===== src/rtl/cep_pkg.sv =====
// Shared types and default widths for the cepstral coefficient memory arbiter.
package cep_pkg;

  localparam int unsigned CEP_DATA_LENGTH = 16;
  localparam int unsigned CEP_ADDR_LENGTH = 13;
  localparam int unsigned CEP_MEM_DEPTH   = 8192;

  typedef enum logic [1:0] {
    IDLE  = 2'd0,
    OWN_W = 2'd1,
    OWN_R = 2'd2
  } cep_state_e;

  // The owner state a handover moves to.
  function automatic cep_state_e cep_other(input cep_state_e s);
    return (s == OWN_W) ? OWN_R : OWN_W;
  endfunction

endpackage


===== src/rtl/cep_mem_arbiter.sv =====
// Round-robin, burst-bounded arbiter sharing the single-port cepstral memory
// between a write and a read requester. Optional macro CEP_ARB_BOUND_EN adds address bounds checking.
module cep_mem_arbiter
  import cep_pkg::*;
#(
  parameter int unsigned DATA_LENGTH = CEP_DATA_LENGTH,
  parameter int unsigned ADDR_LENGTH = CEP_ADDR_LENGTH,
  parameter int unsigned MAX_BURST   = 8,
  parameter int unsigned MEM_DEPTH   = CEP_MEM_DEPTH
) (
  input  logic                   clk,
  input  logic                   rst,
  input  logic                   wr_req,
  input  logic [ADDR_LENGTH-1:0] wr_addr,
  input  logic [DATA_LENGTH-1:0] wr_data,
  output logic                   wr_ack,
  input  logic                   rd_req,
  input  logic [ADDR_LENGTH-1:0] rd_addr,
  output logic                   rd_ack,
  output logic [DATA_LENGTH-1:0] rd_data,
  output logic                   rd_valid,
  output logic                   mem_write_read,
  output logic [ADDR_LENGTH-1:0] mem_address,
  output logic [DATA_LENGTH-1:0] mem_data_in,
`ifdef CEP_ARB_BOUND_EN
  output logic                   addr_err,
`endif
  input  logic [DATA_LENGTH-1:0] mem_data_out
);

  localparam int unsigned BURST_W = $clog2(MAX_BURST) + 1;
  localparam logic [BURST_W-1:0] BURST_LAST = BURST_W'(MAX_BURST - 1);

  // Reject configurations that cannot be addressed or never grant.
  if ((64'(MEM_DEPTH) > (64'(1) << ADDR_LENGTH)) || (MAX_BURST == 0)) begin : g_bad_cfg
    $error("cep_mem_arbiter: MEM_DEPTH exceeds address space or MAX_BURST is zero");
  end

  cep_state_e           state_q, state_d;
  logic                 prio_q, prio_d;
  logic [BURST_W-1:0]   burst_q, burst_d;
  logic                 rd_valid_q, rd_valid_d;
  logic                 own_req, oth_req;
  logic                 wr_oob, rd_oob;

`ifdef CEP_ARB_BOUND_EN
  localparam int unsigned CMP_W = ADDR_LENGTH + 1;
  logic addr_err_q, addr_err_d;

  assign wr_oob = (CMP_W'(wr_addr) >= CMP_W'(MEM_DEPTH));
  assign rd_oob = (CMP_W'(rd_addr) >= CMP_W'(MEM_DEPTH));
  assign addr_err_d = (wr_ack && wr_oob) || (rd_ack && rd_oob);
  assign addr_err   = addr_err_q;

  always_ff @(posedge clk) begin
    if (rst) begin
      addr_err_q <= 1'b0;
    end else begin
      addr_err_q <= addr_err_d;
    end
  end
`else
  assign wr_oob = 1'b0;
  assign rd_oob = 1'b0;
`endif

  // State register.
  always_ff @(posedge clk) begin
    if (rst) begin
      state_q    <= IDLE;
      prio_q     <= 1'b0;
      burst_q    <= '0;
      rd_valid_q <= 1'b0;
    end else begin
      state_q    <= state_d;
      prio_q     <= prio_d;
      burst_q    <= burst_d;
      rd_valid_q <= rd_valid_d;
    end
  end

  // Next-state: ownership handover, priority and burst accounting.
  always_comb begin
    state_d = state_q;
    prio_d  = prio_q;
    burst_d = burst_q;
    own_req = 1'b0;
    oth_req = 1'b0;
    case (state_q)
      IDLE: begin
        if (wr_req && rd_req) begin
          state_d = prio_q ? OWN_R : OWN_W;
        end else if (wr_req) begin
          state_d = OWN_W;
        end else if (rd_req) begin
          state_d = OWN_R;
        end
      end
      OWN_W, OWN_R: begin
        own_req = (state_q == OWN_W) ? wr_req : rd_req;
        oth_req = (state_q == OWN_W) ? rd_req : wr_req;
        // own_req is also this cycle's ack, so a full burst needs own_req high.
        if (oth_req && (!own_req || (burst_q == BURST_LAST))) begin
          state_d = cep_other(state_q);
          prio_d  = (state_q == OWN_W);
        end else if (!own_req && !oth_req) begin
          state_d = IDLE;
          prio_d  = (state_q == OWN_W);
        end
      end
      default: state_d = IDLE;
    endcase
    if (state_d != state_q) begin
      burst_d = '0;
    end else if (own_req && (burst_q != BURST_LAST)) begin
      burst_d = burst_q + BURST_W'(1);
    end
  end

  // Outputs: memory port mux and acks, all combinational from the owner.
  always_comb begin
    wr_ack         = 1'b0;
    rd_ack         = 1'b0;
    mem_write_read = 1'b0;
    mem_address    = '0;
    mem_data_in    = '0;
    rd_valid_d     = 1'b0;
    case (state_q)
      OWN_W: begin
        wr_ack = wr_req;
        if (wr_req && !wr_oob) begin
          mem_write_read = 1'b1;
          mem_address    = wr_addr;
          mem_data_in    = wr_data;
        end
      end
      OWN_R: begin
        rd_ack = rd_req;
        if (rd_req && !rd_oob) begin
          mem_address = rd_addr;
          rd_valid_d  = 1'b1;
        end
      end
      default: ;
    endcase
  end

  assign rd_valid = rd_valid_q;
  assign rd_data  = rd_valid_q ? mem_data_out : '0;

endmodule

===== config.mk =====
export PLATFORM = sky130hd
export DESIGN_NAME = cep_mem_arbiter
export DESIGN_NICKNAME = d
export VERILOG_FILES = /design/src/rtl/cep_pkg.sv /design/src/rtl/cep_mem_arbiter.sv
export SDC_FILE = /design/constraint.sdc
export NUM_CORES = 1
export LEC_CHECK = 0
export CAP_MARGIN = 20
export CORE_AREA = 2 2 62 64
export CTS_BUF_LIST = sky130_fd_sc_hd__clkbuf_4 sky130_fd_sc_hd__clkbuf_8 sky130_fd_sc_hd__clkbuf_16
export CTS_CLUSTER_SIZE = 20
export DETAILED_ROUTE_END_ITERATION = 10
export DIE_AREA = 0 0 64 66
export GPL_TIMING_DRIVEN = 0
export PLACE_DENSITY = 0.9
export SYNTH_ARGS = -nofsm -noshare
export SYNTH_HDL_FRONTEND = slang
export SYNTH_SLANG_ARGS = --single-unit

===== constraint.sdc =====
create_clock -name clk -period 4.03 [get_ports clk]
set_input_delay 0.6045 -clock clk [delete_from_list [all_inputs] [get_ports clk]]
set_output_delay 0.6045 -clock clk [all_outputs]
set_load 0.1 [all_outputs]

==> Implementation_results.wiki <==
{| class="wikitable"
! Metric !! Value
|-
| Outcome || finished clean
|-
| Maximum clock frequency || 255 MHz
|-
| Number of synthesized register bits || 8
|-
| Wire length on met2 || 2120 um
|-
| Startpoint of the lowest-slack register-to-register path || state_q[0]
|-
| Setup violators final || 0
|-
| Hold worst-path end || prio_q
|-
| Total count of hold-check failures in the final report || 0
|-
| Antenna Cells || 0
|-
| Nets@finish || 336
|-
| Kind of end point of the critical path || primary output
|-
| Met1 routed wirelength after detailed routing || 1890 um
|-
| Worst r2r path cells || 8
|-
| Max stage delay on crit path || 1.23 ns
|-
| Die width || 64 um
|-
| Minimum period implied by the final worst setup slack || 3.92 ns
|-
| Synth Area in Compound Gates || 23.9%
|-
| Number of remaining DRC errors || 0
|-
| Area share of xor/xnor cells in the synthesized design || 2.44%
|-
| Final period utilization || 97.3%
|-
| Max Cap Violations || 0
|-
| Setup slack at placement || -0.206 ns
|-
| Worst skew pair latency || 0.25 ns
|-
| Power Total || 0.000544 W
|-
| Cell area power density || 243 mW/mm^2
|-
| Die height || 66 um
|-
| H-Tree Depth || 1
|-
| Commonest cells in the netlist || 19 x sky130_fd_sc_hd__and2_1, 19 x sky130_fd_sc_hd__and3_1, 15 x sky130_fd_sc_hd__nor2_1
|-
| End-of-flow core utilization || 63.0%
|-
| Crit-path max FO || 10
|-
| Largest family of logic cells by synthesized area || simple AND/OR/NAND/NOR gates
|-
| Setup slack of the critical path after layout || 0.107 ns
|-
| Deepest clock path buffer count || 2
|-
| Most used flip-flop cell after synthesis || sky130_fd_sc_hd__dfxtp_1
|-
| Synth Cell Area || 0.00108 mm^2
|-
| Buf/Inv on CP || 5
|-
| Relative max-transition margin || 32.5%
|-
| TritonCTS Buffers || 3
|-
| Pins over their slew limit || 0
|-
| Synth-to-layout area growth || 108%
|-
| Number of input and output port buffers inserted || 110
|-
| Yosys synthesis warning count || 0
|-
| Synthesized net count || 221
|-
| Pin count of the biggest net entering global routing || 12
|-
| Post-CTS setup buffer count || 0
|-
| Count of boundary I/O pins || 111
|-
| Area share of the largest cell type after synthesis || 14.9%
|-
| Average routed wire per standard cell || 14.2 um
|-
| Via density per instance || 4.99
|-
| Hold Crit Depth || 2
|-
| CP Data Arrival Time || 3.32 ns
|-
| Number of different library cells in the post-synthesis netlist || 41
|-
| Endpoint of the most critical register-to-register path || burst_q[1]
|-
| Family of cells with the greatest summed delay on the critical path || buffers and inverters
|-
| Post-synthesis adder-cell area fraction || 6.97%
|-
| Initial antenna violation count || 0
|-
| Hold-fix buffers, CTS || 0
|-
| Sum Neg Setup Slack || 0 ns
|-
| Worst Tran Pin Value || 1.01 ns
|-
| Reg2reg setup slack || 1.50 ns
|-
| Highest ir drop seen on vdd || 0.000152 V
|-
| Average instance area after synthesis || 7.04 um^2
|-
| RSZ-0062 raised after global routing || no
|-
| Gates resized, CTS repair || 11
|-
| Min-Delay Startpoint || prio_q
|-
| Aggregate global routing overflow || 0
|-
| Area enclosed by the die boundary || 0.00422 mm^2
|-
| Total instance count after detailed placement || 311
|-
| Crit start category || primary input
|-
| Sequential-to-total area share from yosys stat || 14.9%
|-
| Share of flip-flops with an asynchronous set or reset after synthesis || 0%
|-
| Data required time of the critical path || 3.43 ns
|-
| Half-perimeter wire length after detailed placement || 3620 um
|-
| Clock root cell || sky130_fd_sc_hd__clkbuf_4
|-
| Clock transition at the registers of the reported paths || 0.05 ns
|-
| Weighted congestion at the end of routability-driven global placement || 0.888
|-
| CTS sink count || 8
|-
| Row cnt || 22
|-
| Cells along the critical path || clkdlybuf4s50_1 > buf_2 > and2_1 > clkbuf_1 > clkbuf_1 > clkdlybuf4s50_1
|-
| Initial DRT Pass Iterations || 4
|-
| Share of layout cells above drive strength 1 || 10.5%
|-
| Starting Density || 30.3%
|-
| Total via count after detailed routing || 1,567
|-
| Synthesized instance count || 153
|-
| Register area || 160 um^2
|-
| Post-synth EDFFs || 0
|-
| Iteration-0 DRC Markers || 78
|-
| Dominant cell type by area after synthesis || sky130_fd_sc_hd__dfxtp_1
|-
| Fin cells || 314
|-
| Area of the multi-input gates || 875 um^2
|-
| Worst hold-check path type || flop to flop
|-
| Standby leakage power || 0.898 nW
|-
| Met3 WL post-DR || 373 um
|-
| CORE AREA || 0.00355 mm^2
|-
| Start point of the critical path || rd_req
|-
| Cell types with the largest area share after synthesis || sky130_fd_sc_hd__dfxtp_1 15%, sky130_fd_sc_hd__and2_1 11%, sky130_fd_sc_hd__and3_1 11%, sky130_fd_sc_hd__a22oi_1 9.1%, sky130_fd_sc_hd__ha_1 7.0%
|-
| Post-detailed-routing wire length || 4450 um
|-
| Type of the setup path with the least slack || primary input to primary output
|-
| GRT Util Overall || 20.2%
|-
| Worst clock skew || 0.00223 ns
|-
| Number of nets with antenna violations after detailed routing || 0
|-
| Fillers || 323
|-
| CTS tree || yes
|-
| Mux contribution to synthesized area || 4.30%
|-
| Number of global-route vias before repair || 1,453
|-
| Slowest stage cell, crit path || sky130_fd_sc_hd__clkdlybuf4s50_1
|-
| Top routing layer in use || met4
|-
| First-pass GRT wire length || 6870 um
|-
| Synth Area in Simple Gates || 41.7%
|}
## flip-flops by register name (all words and copies together), names as in the netlist
register and count:
rd_valid 1, burst_q 4, state_q 2, prio_q 1
## kinds of logic (layout without fill, tap and decap cells)
logic type,count (synthesis),in the layout
simple gates,83,83
compound gates,34,34
buf+inv,15,128
flops,8,8
fa+ha+maj,6,6
mux,4,4
xor+xnor,3,3
## cell usage in the layout (no fill, tap or decap), drive strengths merged, types with 3 or more instances in the layout
cell / Yosys / final
o22ai: 4 / 4
and2: 19 / 19
a22oi: 13 / 13
clkbuf: 9 / 20
nor3: 3 / 3
nor2: 15 / 15
and3: 19 / 19
inv: 3 / 3
a21oi: 3 / 3
nand3: 3 / 3
buf: 3 / 3
o21ai: 3 / 3
dfxtp: 8 / 8
nand2: 13 / 13
ha: 6 / 6
clkdlybuf4s50: 0 / 99
## layout make-up
type                    count  area share [%]
plain buffers              12            2.29
clock buffers               3            1.01
inverters                   3           0.503
multi-input cells         130            39.1
flip-flops and latches      8            7.15
well taps                  48            2.68
repair buffers            110            47.3
## where the power goes
part / total (W) / internal (W) / leakage, nW / switching [W]
logic: 0.000390 / 0.000135 / 0.820 / 0.000255
clock network: 0.0000606 / 0.0000340 / 0.0138 / 0.0000265
registers: 0.0000928 / 0.0000840 / 0.0649 / 0.00000886
## worst max path at each step
| stage | end | slack (ns) | depth (start not counted) |
|---|---|---|---|
| floorplan | mem_address[1] | 0.23 | 6 |
| global placement | mem_address[8] | -0.14 | 7 |
| detailed placement | mem_address[2] | -0.21 | 7 |
| CTS | mem_address[2] | 0.08 | 7 |
| global route | rd_ack | 0.002 | 6 |
| finish | rd_ack | 0.11 | 6 |
## layer usage
layer,up-vias,track usage (%)
met2,73,36.2
met5,-,0
met3,8,4.26
met4,0,6.79
met1,703,23.8
li1,783,-
## through the flow
| step | area (um^2) | hold slack (ns) |
|---|---|---|
| final | 2240 | 0.474 |
| after global routing | 2240 | 0.493 |
| after CTS | 2270 | 0.472 |
| after detailed placement | 2260 | 0.465 |
| after global placement | 2260 | 0.462 |
| after floorplan | 1100 | 0.438 |
## worst reg2reg max path, cell delays in order, from the launching register on
cell                        delay, ns
sky130_fd_sc_hd__dfxtp_1         0.53
sky130_fd_sc_hd__inv_1           0.17
sky130_fd_sc_hd__ha_1            0.31
sky130_fd_sc_hd__buf_2           0.19
sky130_fd_sc_hd__inv_1           0.14
sky130_fd_sc_hd__a2111oi_0       0.54
sky130_fd_sc_hd__a211oi_2        0.12
sky130_fd_sc_hd__a21oi_2         0.26
sky130_fd_sc_hd__o22ai_1         0.14
Power figures use the tool's default switching activity.
